==> src/rtl/ring_noc_pkg.sv <==
// Shared ring NoC definitions: packet layout, packet type and buffer state.
package ring_noc_pkg;

  localparam int VC_BIT  = 63;
  localparam int DIR_BIT = 62;
  localparam int HOP_MSB = 25;
  localparam int HOP_LSB = 18;

  typedef logic [63:0] pkt_t;

  typedef enum logic {EMPTY = 1'b0, FULL = 1'b1} buf_state_e;

endpackage

==> src/rtl/ring_pe_nic_if.sv <==
// PE-side bundle of the ring NIC: processor TX/RX handshakes and router PE port.
interface ring_pe_nic_if;
  import ring_noc_pkg::*;

  logic cpu_tx_valid;
  pkt_t cpu_tx_data;
  logic cpu_tx_ready;
  logic pesi;
  pkt_t pedi;
  logic peri;
  logic peso;
  pkt_t pedo;
  logic pero;
  logic cpu_rx_valid;
  pkt_t cpu_rx_data;
  logic cpu_rx_ready;

  // master: processor plus router PE port, seen from outside the NIC
  modport master (
    output cpu_tx_valid, cpu_tx_data, peri, peso, pedo, cpu_rx_ready,
    input  cpu_tx_ready, pesi, pedi, pero, cpu_rx_valid, cpu_rx_data
  );

  modport slave (
    input  cpu_tx_valid, cpu_tx_data, peri, peso, pedo, cpu_rx_ready,
    output cpu_tx_ready, pesi, pedi, pero, cpu_rx_valid, cpu_rx_data
  );
endinterface

==> src/rtl/ring_vc_slot.sv <==
// Single-packet buffer with full flag; load has priority, callers never assert both.
module ring_vc_slot
  import ring_noc_pkg::*;
(
  input  logic clk,
  input  logic reset,
  input  logic load_i,
  input  logic unload_i,
  input  pkt_t data_i,
  output logic full_o,
  output pkt_t data_o
);

  buf_state_e state_q;
  pkt_t       data_q;

  always_ff @(posedge clk or posedge reset) begin
    if (reset) begin
      state_q <= EMPTY;
      data_q  <= '0;
    end else if (load_i) begin
      state_q <= FULL;
      data_q  <= data_i;
    end else if (unload_i) begin
      state_q <= EMPTY;
    end
  end

  assign full_o = (state_q == FULL);
  assign data_o = data_q;

endmodule

==> src/rtl/ring_pe_nic.sv <==
// Processor-side NIC for the bidirectional ring router PE port.
// Optional statistics counters built when RING_PE_NIC_STATS_EN is defined.
module ring_pe_nic
  import ring_noc_pkg::*;
#(
  parameter int DW  = 64,
  parameter int STW = 16
) (
  input  logic              clk,
  input  logic              reset,
  input  logic              polarity,
  ring_pe_nic_if.slave      nic,
  output logic              err_hop,
  output logic [STW-1:0]    tx_count,
  output logic [STW-1:0]    rx_count
);

  logic [1:0] tx_full, tx_load, tx_unload;
  logic [1:0] rx_full, rx_load, rx_unload;
  pkt_t       tx_data [2];
  pkt_t       rx_data [2];
  logic [DW-1:0] tx_head;
  logic       tx_vc, tx_fire, rx_accept, rx_consume, rx_sel;
  logic       rr_q, err_hop_q;

  assign tx_vc            = nic.cpu_tx_data[VC_BIT];
  assign nic.cpu_tx_ready = ~tx_full[tx_vc];
  assign tx_head          = tx_data[polarity];
  assign nic.pesi         = tx_full[polarity];
  assign nic.pedi         = nic.pesi ? tx_head : '0;
  assign tx_fire          = nic.pesi & nic.peri;

  assign nic.pero   = ~rx_full[polarity];
  assign rx_accept  = nic.peso & nic.pero;

  // Both full: round-robin pointer decides; otherwise whichever one is full.
  assign rx_sel           = (&rx_full) ? rr_q : rx_full[1];
  assign nic.cpu_rx_valid = |rx_full;
  assign nic.cpu_rx_data  = nic.cpu_rx_valid ? rx_data[rx_sel] : '0;
  assign rx_consume       = nic.cpu_rx_valid & nic.cpu_rx_ready;

  always_comb begin
    tx_load   = '0;
    tx_unload = '0;
    rx_load   = '0;
    rx_unload = '0;
    tx_load[tx_vc]      = nic.cpu_tx_valid & nic.cpu_tx_ready;
    tx_unload[polarity] = tx_fire;
    rx_load[polarity]   = rx_accept;
    rx_unload[rx_sel]   = rx_consume;
  end

  for (genvar v = 0; v < 2; v++) begin : g_vc
    ring_vc_slot u_tx (
      .clk     (clk),
      .reset   (reset),
      .load_i  (tx_load[v]),
      .unload_i(tx_unload[v]),
      .data_i  (nic.cpu_tx_data),
      .full_o  (tx_full[v]),
      .data_o  (tx_data[v])
    );
    ring_vc_slot u_rx (
      .clk     (clk),
      .reset   (reset),
      .load_i  (rx_load[v]),
      .unload_i(rx_unload[v]),
      .data_i  (nic.pedo),
      .full_o  (rx_full[v]),
      .data_o  (rx_data[v])
    );
  end

  always_ff @(posedge clk or posedge reset) begin
    if (reset) begin
      rr_q      <= 1'b0;
      err_hop_q <= 1'b0;
    end else begin
      if (rx_consume && (&rx_full)) rr_q <= ~rr_q;
      if (rx_accept && (|nic.pedo[HOP_MSB:HOP_LSB])) err_hop_q <= 1'b1;
    end
  end

  assign err_hop = err_hop_q;

`ifdef RING_PE_NIC_STATS_EN
  logic [STW-1:0] tx_cnt_q, rx_cnt_q;

  always_ff @(posedge clk or posedge reset) begin
    if (reset) begin
      tx_cnt_q <= '0;
      rx_cnt_q <= '0;
    end else begin
      if (tx_fire)   tx_cnt_q <= tx_cnt_q + 1'b1;
      if (rx_accept) rx_cnt_q <= rx_cnt_q + 1'b1;
    end
  end

  assign tx_count = tx_cnt_q;
  assign rx_count = rx_cnt_q;
`else
  assign tx_count = '0;
  assign rx_count = '0;
`endif

endmodule

==> src/flat_wrapper.sv <==
// flat-port wrapper written by rule: the top's interface ports become plain ports
module ring_pe_nic_flat import ring_noc_pkg::*;
#(
  parameter int DW  = 64,
  parameter int STW = 16
)
  (clk, reset, polarity, err_hop, tx_count, rx_count, nic_cpu_tx_valid, nic_cpu_tx_data, nic_peri, nic_peso, nic_pedo, nic_cpu_rx_ready, nic_cpu_tx_ready, nic_pesi, nic_pedi, nic_pero, nic_cpu_rx_valid, nic_cpu_rx_data);
  ring_pe_nic_if nic_i ();
  input  logic clk;
  input  logic reset;
  input  logic polarity;
  output logic err_hop;
  output logic [STW-1:0] tx_count;
  output logic [STW-1:0] rx_count;
  input wire logic [$bits(nic_i.cpu_tx_valid)-1:0] nic_cpu_tx_valid;
  input wire logic [$bits(nic_i.cpu_tx_data)-1:0] nic_cpu_tx_data;
  input wire logic [$bits(nic_i.peri)-1:0] nic_peri;
  input wire logic [$bits(nic_i.peso)-1:0] nic_peso;
  input wire logic [$bits(nic_i.pedo)-1:0] nic_pedo;
  input wire logic [$bits(nic_i.cpu_rx_ready)-1:0] nic_cpu_rx_ready;
  output wire logic [$bits(nic_i.cpu_tx_ready)-1:0] nic_cpu_tx_ready;
  output wire logic [$bits(nic_i.pesi)-1:0] nic_pesi;
  output wire logic [$bits(nic_i.pedi)-1:0] nic_pedi;
  output wire logic [$bits(nic_i.pero)-1:0] nic_pero;
  output wire logic [$bits(nic_i.cpu_rx_valid)-1:0] nic_cpu_rx_valid;
  output wire logic [$bits(nic_i.cpu_rx_data)-1:0] nic_cpu_rx_data;
  assign nic_i.cpu_tx_valid = nic_cpu_tx_valid;
  assign nic_i.cpu_tx_data = nic_cpu_tx_data;
  assign nic_i.peri = nic_peri;
  assign nic_i.peso = nic_peso;
  assign nic_i.pedo = nic_pedo;
  assign nic_i.cpu_rx_ready = nic_cpu_rx_ready;
  assign nic_cpu_tx_ready = nic_i.cpu_tx_ready;
  assign nic_pesi = nic_i.pesi;
  assign nic_pedi = nic_i.pedi;
  assign nic_pero = nic_i.pero;
  assign nic_cpu_rx_valid = nic_i.cpu_rx_valid;
  assign nic_cpu_rx_data = nic_i.cpu_rx_data;
  ring_pe_nic #(.DW(DW), .STW(STW)) u_core (.clk(clk), .reset(reset), .polarity(polarity), .nic(nic_i), .err_hop(err_hop), .tx_count(tx_count), .rx_count(rx_count));
endmodule
==> config.mk <==
export PLATFORM = sky130hd
export DESIGN_NAME = ring_pe_nic_flat
export DESIGN_NICKNAME = d
export VERILOG_FILES = /design/src/rtl/ring_noc_pkg.sv /design/src/rtl/ring_pe_nic_if.sv /design/src/rtl/ring_vc_slot.sv /design/src/rtl/ring_pe_nic.sv /design/src/flat_wrapper.sv
export SDC_FILE = /design/constraint.sdc
export NUM_CORES = 1
export LEC_CHECK = 0
export CORE_MARGIN = 8
export CORE_UTILIZATION = 46
export DETAILED_ROUTE_END_ITERATION = 7
export PLACE_DENSITY = 0.76
export SLEW_MARGIN = 5
export SYNTH_ARGS = -nofsm -noshare
export SYNTH_HDL_FRONTEND = slang
export SYNTH_HIERARCHICAL = 1
export SYNTH_SLANG_ARGS = --single-unit
==> constraint.sdc <==
create_clock -name clk -period 2.6 [get_ports clk]
set_clock_uncertainty 0.15 [all_clocks]
set_input_delay 0.78 -clock clk [delete_from_list [all_inputs] [get_ports clk]]
set_output_delay 0.78 -clock clk [all_outputs]
set_load 0.05 [all_outputs]
After elaboration in Yosys (flattened, before gate mapping):

Index checks and enable logic that the tools add are counted.

* register bits after elaboration: 262
* bits of input ports: 135
* word-level logic and storage cells: 72

* magnitude comparators: 8
* multiplexer cells: 29
* bitwise logic cells: 13
* reduce and logical (&&, ||, !) cells: 12

Operators by type and width (number)
* two-way mux 64 bit: 8
* two-way mux 1 bit: 18
* AND 2 bit: 4
* nonzero test 2 bit: 4
* OR reduction 8 bit: 1
* < comparator 1 x 2 -> 1 bit (second input constant): 3
* logical AND 1 bit: 5
* AND 1 bit: 4
* >= comparator 2 bit (second input constant): 2
* inverter 1 -> 2 bit: 2
* demux 1 bit (select 1 bit): 3
* >= comparator 1 bit (second input constant): 3
* inverter 1 bit: 3
* AND reduction 2 bit: 1
* OR reduction 2 bit: 1

Depth between registers and ports, before layout:

Gate-level depths: netlist (run 1).

* word-level depth: 9
* gate-level depth with buffers: 8
* depth with buffers taken out: 5

Modules after synthesis:

Netlist (run 1), hierarchy kept.

By module, submodules not included
* ring_vc_slot: instances 4, cells an instance 139, area each 2618.8 µm²
* ring_pe_nic: instances 1, cells an instance 409, area each 2665.1 µm²

Least setup slack after synthesis (run 1):

OpenSTA, ideal clock, no wires.

* path kind: input -> output
* from: input polarity
* to: output nic_pedi[57]
* arrival time: 2.045 ns
* required time: 1.670 ns
* slack: -0.375 ns
* cell stages on the path: 5
* path buffers: 3
* cells stage by stage: buf_2 > buf_4 > buf_4 > mux2i_1 > nor2_1

* word-level cells in the longest chain between the ends: 5
* elaborated cells between the ends (all ways): 7
* those cells by class: mux: 6; bitwise: 1

RTL lines
* from (decl): line flat_wrapper.sv:11 `input logic polarity;`
* inverter 1 -> 2 bit (implied by the code): line ring_pe_nic.sv:28 `assign tx_head = tx_data[polarity];`
* two-way mux 64 bit (implied by the code) (3 in series): line ring_pe_nic.sv:28
* two-way mux 64 bit *: line ring_pe_nic.sv:30 `assign nic.pedi = nic.pesi ? tx_head : '0;`
* to (decl): line flat_wrapper.sv:23 `output wire logic [$bits(nic_i.pedi)-1:0] nic_pedi;`

Every way passes the cells marked *; elsewhere a longest branch is shown, timed or not. The select of a mux whose other input is x is not followed.

Final worst setup path (run 1):

* from: register u_core.g_vc[0].u_rx.state_q
* to: output nic_cpu_rx_data[34]

* word-level cells in the longest chain between the ends: 7
* elaborated cells between the ends (all ways): 8
* those cells by class: mux: 5; bitwise: 1; reduce/logical: 2

RTL lines
* from (decl): line ring_vc_slot.sv:14 `buf_state_e state_q;`
* from (signal assigned): line ring_vc_slot.sv:19 `state_q <= EMPTY;`
* from (signal assigned): line ring_vc_slot.sv:22 `state_q <= FULL;`
* from (signal assigned): line ring_vc_slot.sv:25 `state_q <= EMPTY;`
* AND reduction 2 bit: line ring_pe_nic.sv:37 `assign rx_sel = (&rx_full) ? rr_q : rx_full[1];`
* two-way mux 1 bit: line ring_pe_nic.sv:37
* inverter 1 -> 2 bit (implied by the code): line ring_pe_nic.sv:39 `assign nic.cpu_rx_data = nic.cpu_rx_valid ? rx_data[rx_sel] : '0;`
* two-way mux 64 bit (implied by the code) (3 in series): line ring_pe_nic.sv:39
* two-way mux 64 bit *: line ring_pe_nic.sv:39
* to (decl): line flat_wrapper.sv:26 `output wire logic [$bits(nic_i.cpu_rx_data)-1:0] nic_cpu_rx_data;`

Marks and branches as above.

==> reports/qor.yml, run 1 <==
status:
  failed_checks: "negative setup slack"
  status: "finished, violations left"
timing:
  post-route-period-util: 1.16
  drv_slew: 0
  tightest_slew_ps: 543
  final.setup.worst_slack_ps: -407
  min_period_ps: 3010
  setup_violations: 130
  hold_viol: 0
  fmaxAchievable_mhz: 333
  hold_ws_ps: 342
  relSlewSlack: 0.634
  rsz0062_at_grt: "yes"
  tns_ps: -32370
global_routing:
  grt_antenna_before_repair: 5
  grtUsageTotal: 0.222
  grt_pass1_vias: 10000
  grt_max_degree: 50
  grt_pass1_wl_um: 59400
  grt.overflow.total: 0
critical_path:
  timing.rr.start: "u_core/g_vc[0].u_tx/full_o"
  reg2reg_depth: 5
  required_ps: 1670
  slowest_delay_ps: 350
  cp_common_cell: "buf_12"
  worstSetupPathType: "register to output port"
  cp_slowest_cell: "dfrtp_1"
  start_kind: "register"
  arrival_ps: 2080
  path_cells: "inv_2 -> o21ai_4 -> buf_6 -> buf_12 -> buf_16 -> mux2i_4 -> buf_12"
  worstSetupEndpointType: "output port"
  cp_max_fo: 8
  reg2reg_slack_ps: 780
  reg2reg_to: "u_core/g_vc[0].u_tx/data_o[26]"
cts:
  clock-sinks: 262
  cts_max_path_buffers: 3
  cts_buffers: 29
  clk_latency_ps: 530
  clk_pin_slew_ps: 60
  cts_tree: "built"
  clock-root-buffer: "clkbuf_16"
  h-tree-depth: 1
synthesis:
  synth_warnings: 6
  synth-main-ff-cell: "dfrtp_1"
  synthTopCellsByCount: "262 x dfrtp_1, 196 x mux2_4, 131 x mux2i_1, 74 x inv_1"
  ys_seq_area_frac: 0.499
  ys_seq_elements: 262
  synth_edf_count: 0
  yosysTopAreaCell: "dfrtp_1"
  avgSynthCellArea_um2: 13.6
  synth.most_common_cell: "dfrtp_1"
  yosys-top-cells-area: "dfrtp_1 50%, mux2_4 22%, mux2i_1 10%"
  synth_top_area_share: 0.499
  ys_types: 22
  synthArstFlopShare: 1.00
  synth_cells: 965
  synth_area_um2: 13100
worst_hold_path:
  min_from: "u_core/err_hop"
  min_delay_worst_endpoint: "u_core/err_hop"
  hp-class: "register to register"
  hold_path_depth: 1
cells_and_area:
  nets: 1460
  fillCellCount: 1707
  utilization: 0.728
  drive_gt1_frac: 0.542
  syn2layout_area_growth_pct: 57.3
  multi_input_comb_area_um2: 7090
  regArea_um2: 6560
  fin_cells: 1738
placement:
  dpl.cell_count: 1656
  place.gp.congestion: 0.784
  portBuffers: 267
  hpwl_um: 25100
job:
  maxCapViolations: 0
die:
  die_w_um: 185
  coreArea_um2: 28400
  start_util: 0.463
  die_area_um2: 34200
  placementRows: 62
  ios: 300
  die_h_um: 185
drt:
  drc_errors: 0
  routed_wl_um: 39600
  dr.pass1.iters: 4
  num_vias: 8782
  antenna_left: 0
  wl_per_cell_um: 22.8
  drt_iter0_markers: 395
  viasPerCell: 5.05
critical path: cells and delay by family (launching register included):
kind	cells	cell delay [ps]
mux	1	300
flops	1	350
compound gates	1	210
buf+inv	5	680
how the worst max path moves through the flow:
stage / start / end / slack (ps) / cells after the start
floorplan: polarity / nic_pedi[0] / -200 / 4
global placement: polarity / nic_pedi[42] / -220 / 6
detailed placement: polarity / nic_pedi[56] / -260 / 6
CTS: u_core/g_vc[0].u_rx/full_o / nic_cpu_rx_data[34] / -400 / 7
global route: u_core/rr_q / nic_cpu_rx_data[29] / -470 / 6
finish: u_core/g_vc[0].u_rx/full_o / nic_cpu_rx_data[34] / -410 / 7
repair_timing:
action	in CTS	in global routing
setup buffers	18	6
hold endpoints to repair	0	0
gates cloned	8	1
setup endpoints to repair	132	130
hold buffers	0	0
pin swaps	29	9
resized for setup	192	88
flip-flops by register name (all words and copies together) (netlist names):
name,cells
u_core/g_vc.u_rx/full_o,2
u_core/rr_q,1
u_core/g_vc.u_rx/data_o,128
u_core/err_hop,1
u_core/g_vc.u_tx/data_o,128
u_core/g_vc.u_tx/full_o,2
cell families (layout without fill, tap and decap cells):
kind of cell,after synthesis,count (layout),share of synthesized area
AO/OA/AOI/OAI,6,6,0.00362
XOR/XNOR,1,1,0.000667
buffers and inverters,165,516,0.0785
flip-flops,262,262,0.499
multiplexers,387,387,0.375
other,1,39,0.000285
AND/OR/NAND/NOR,143,143,0.0428
metrics by stage:
stage	instance area, um2	setup WS (ps)
finish	20700	-407
global route	20700	-467
CTS	20400	-399
detailed placement	18000	-265
global placement	18000	-221
floorplan	13900	-204
layer usage:
metal,vias up,share of wire,GRT usage
met1,4534,0.39,0.269
li1,3899,-,-
met4,0,0.044,0.103
met5,-,0,0
met2,260,0.52,0.378
met3,89,0.049,0.0422
placed cells by master (no fill, tap or decap), types with 6 or more instances in the layout:
master	instances
clkbuf_1	7
clkbuf_16	30
mux2_2	60
nand2_2	16
mux2_4	196
nand2_1	43
nor2_4	65
buf_12	107
clkdlybuf4s50_1	132
mux2i_4	62
mux2i_2	8
diode_2	7
bufinv_16	8
buf_16	6
nand2_4	8
buf_6	45
mux2i_1	61
dfrtp_1	259
buf_4	58
buf_8	37
conb_1	32
inv_1	70
final cells by class:
cell class	count	area share
sequential	262	0.317
tap	384	0.0232
clock inverter	12	0.0127
clock buffer	41	0.0397
timing repair buffer	387	0.250
multi-input combinational	569	0.343
antenna	7	0.000847
inverter	76	0.0139
Power of run 1 is not shown: default switching activity piles up to over one toggle a cycle in this logic, so the estimate is an artifact.
==> run 2, diff against run 1 <==
--- a/config.mk
+++ b/config.mk
@@ -5,6 +5,7 @@
 export SDC_FILE = /design/constraint.sdc
 export NUM_CORES = 1
 export LEC_CHECK = 0
+export ABC_AREA = 0
 export CORE_MARGIN = 8
 export CORE_UTILIZATION = 46
 export DETAILED_ROUTE_END_ITERATION = 7
==> results of run 2 <==
The final DEF is identical to that of run 1; final timing and power are the same.
Power of run 2 is left out for the same reason.
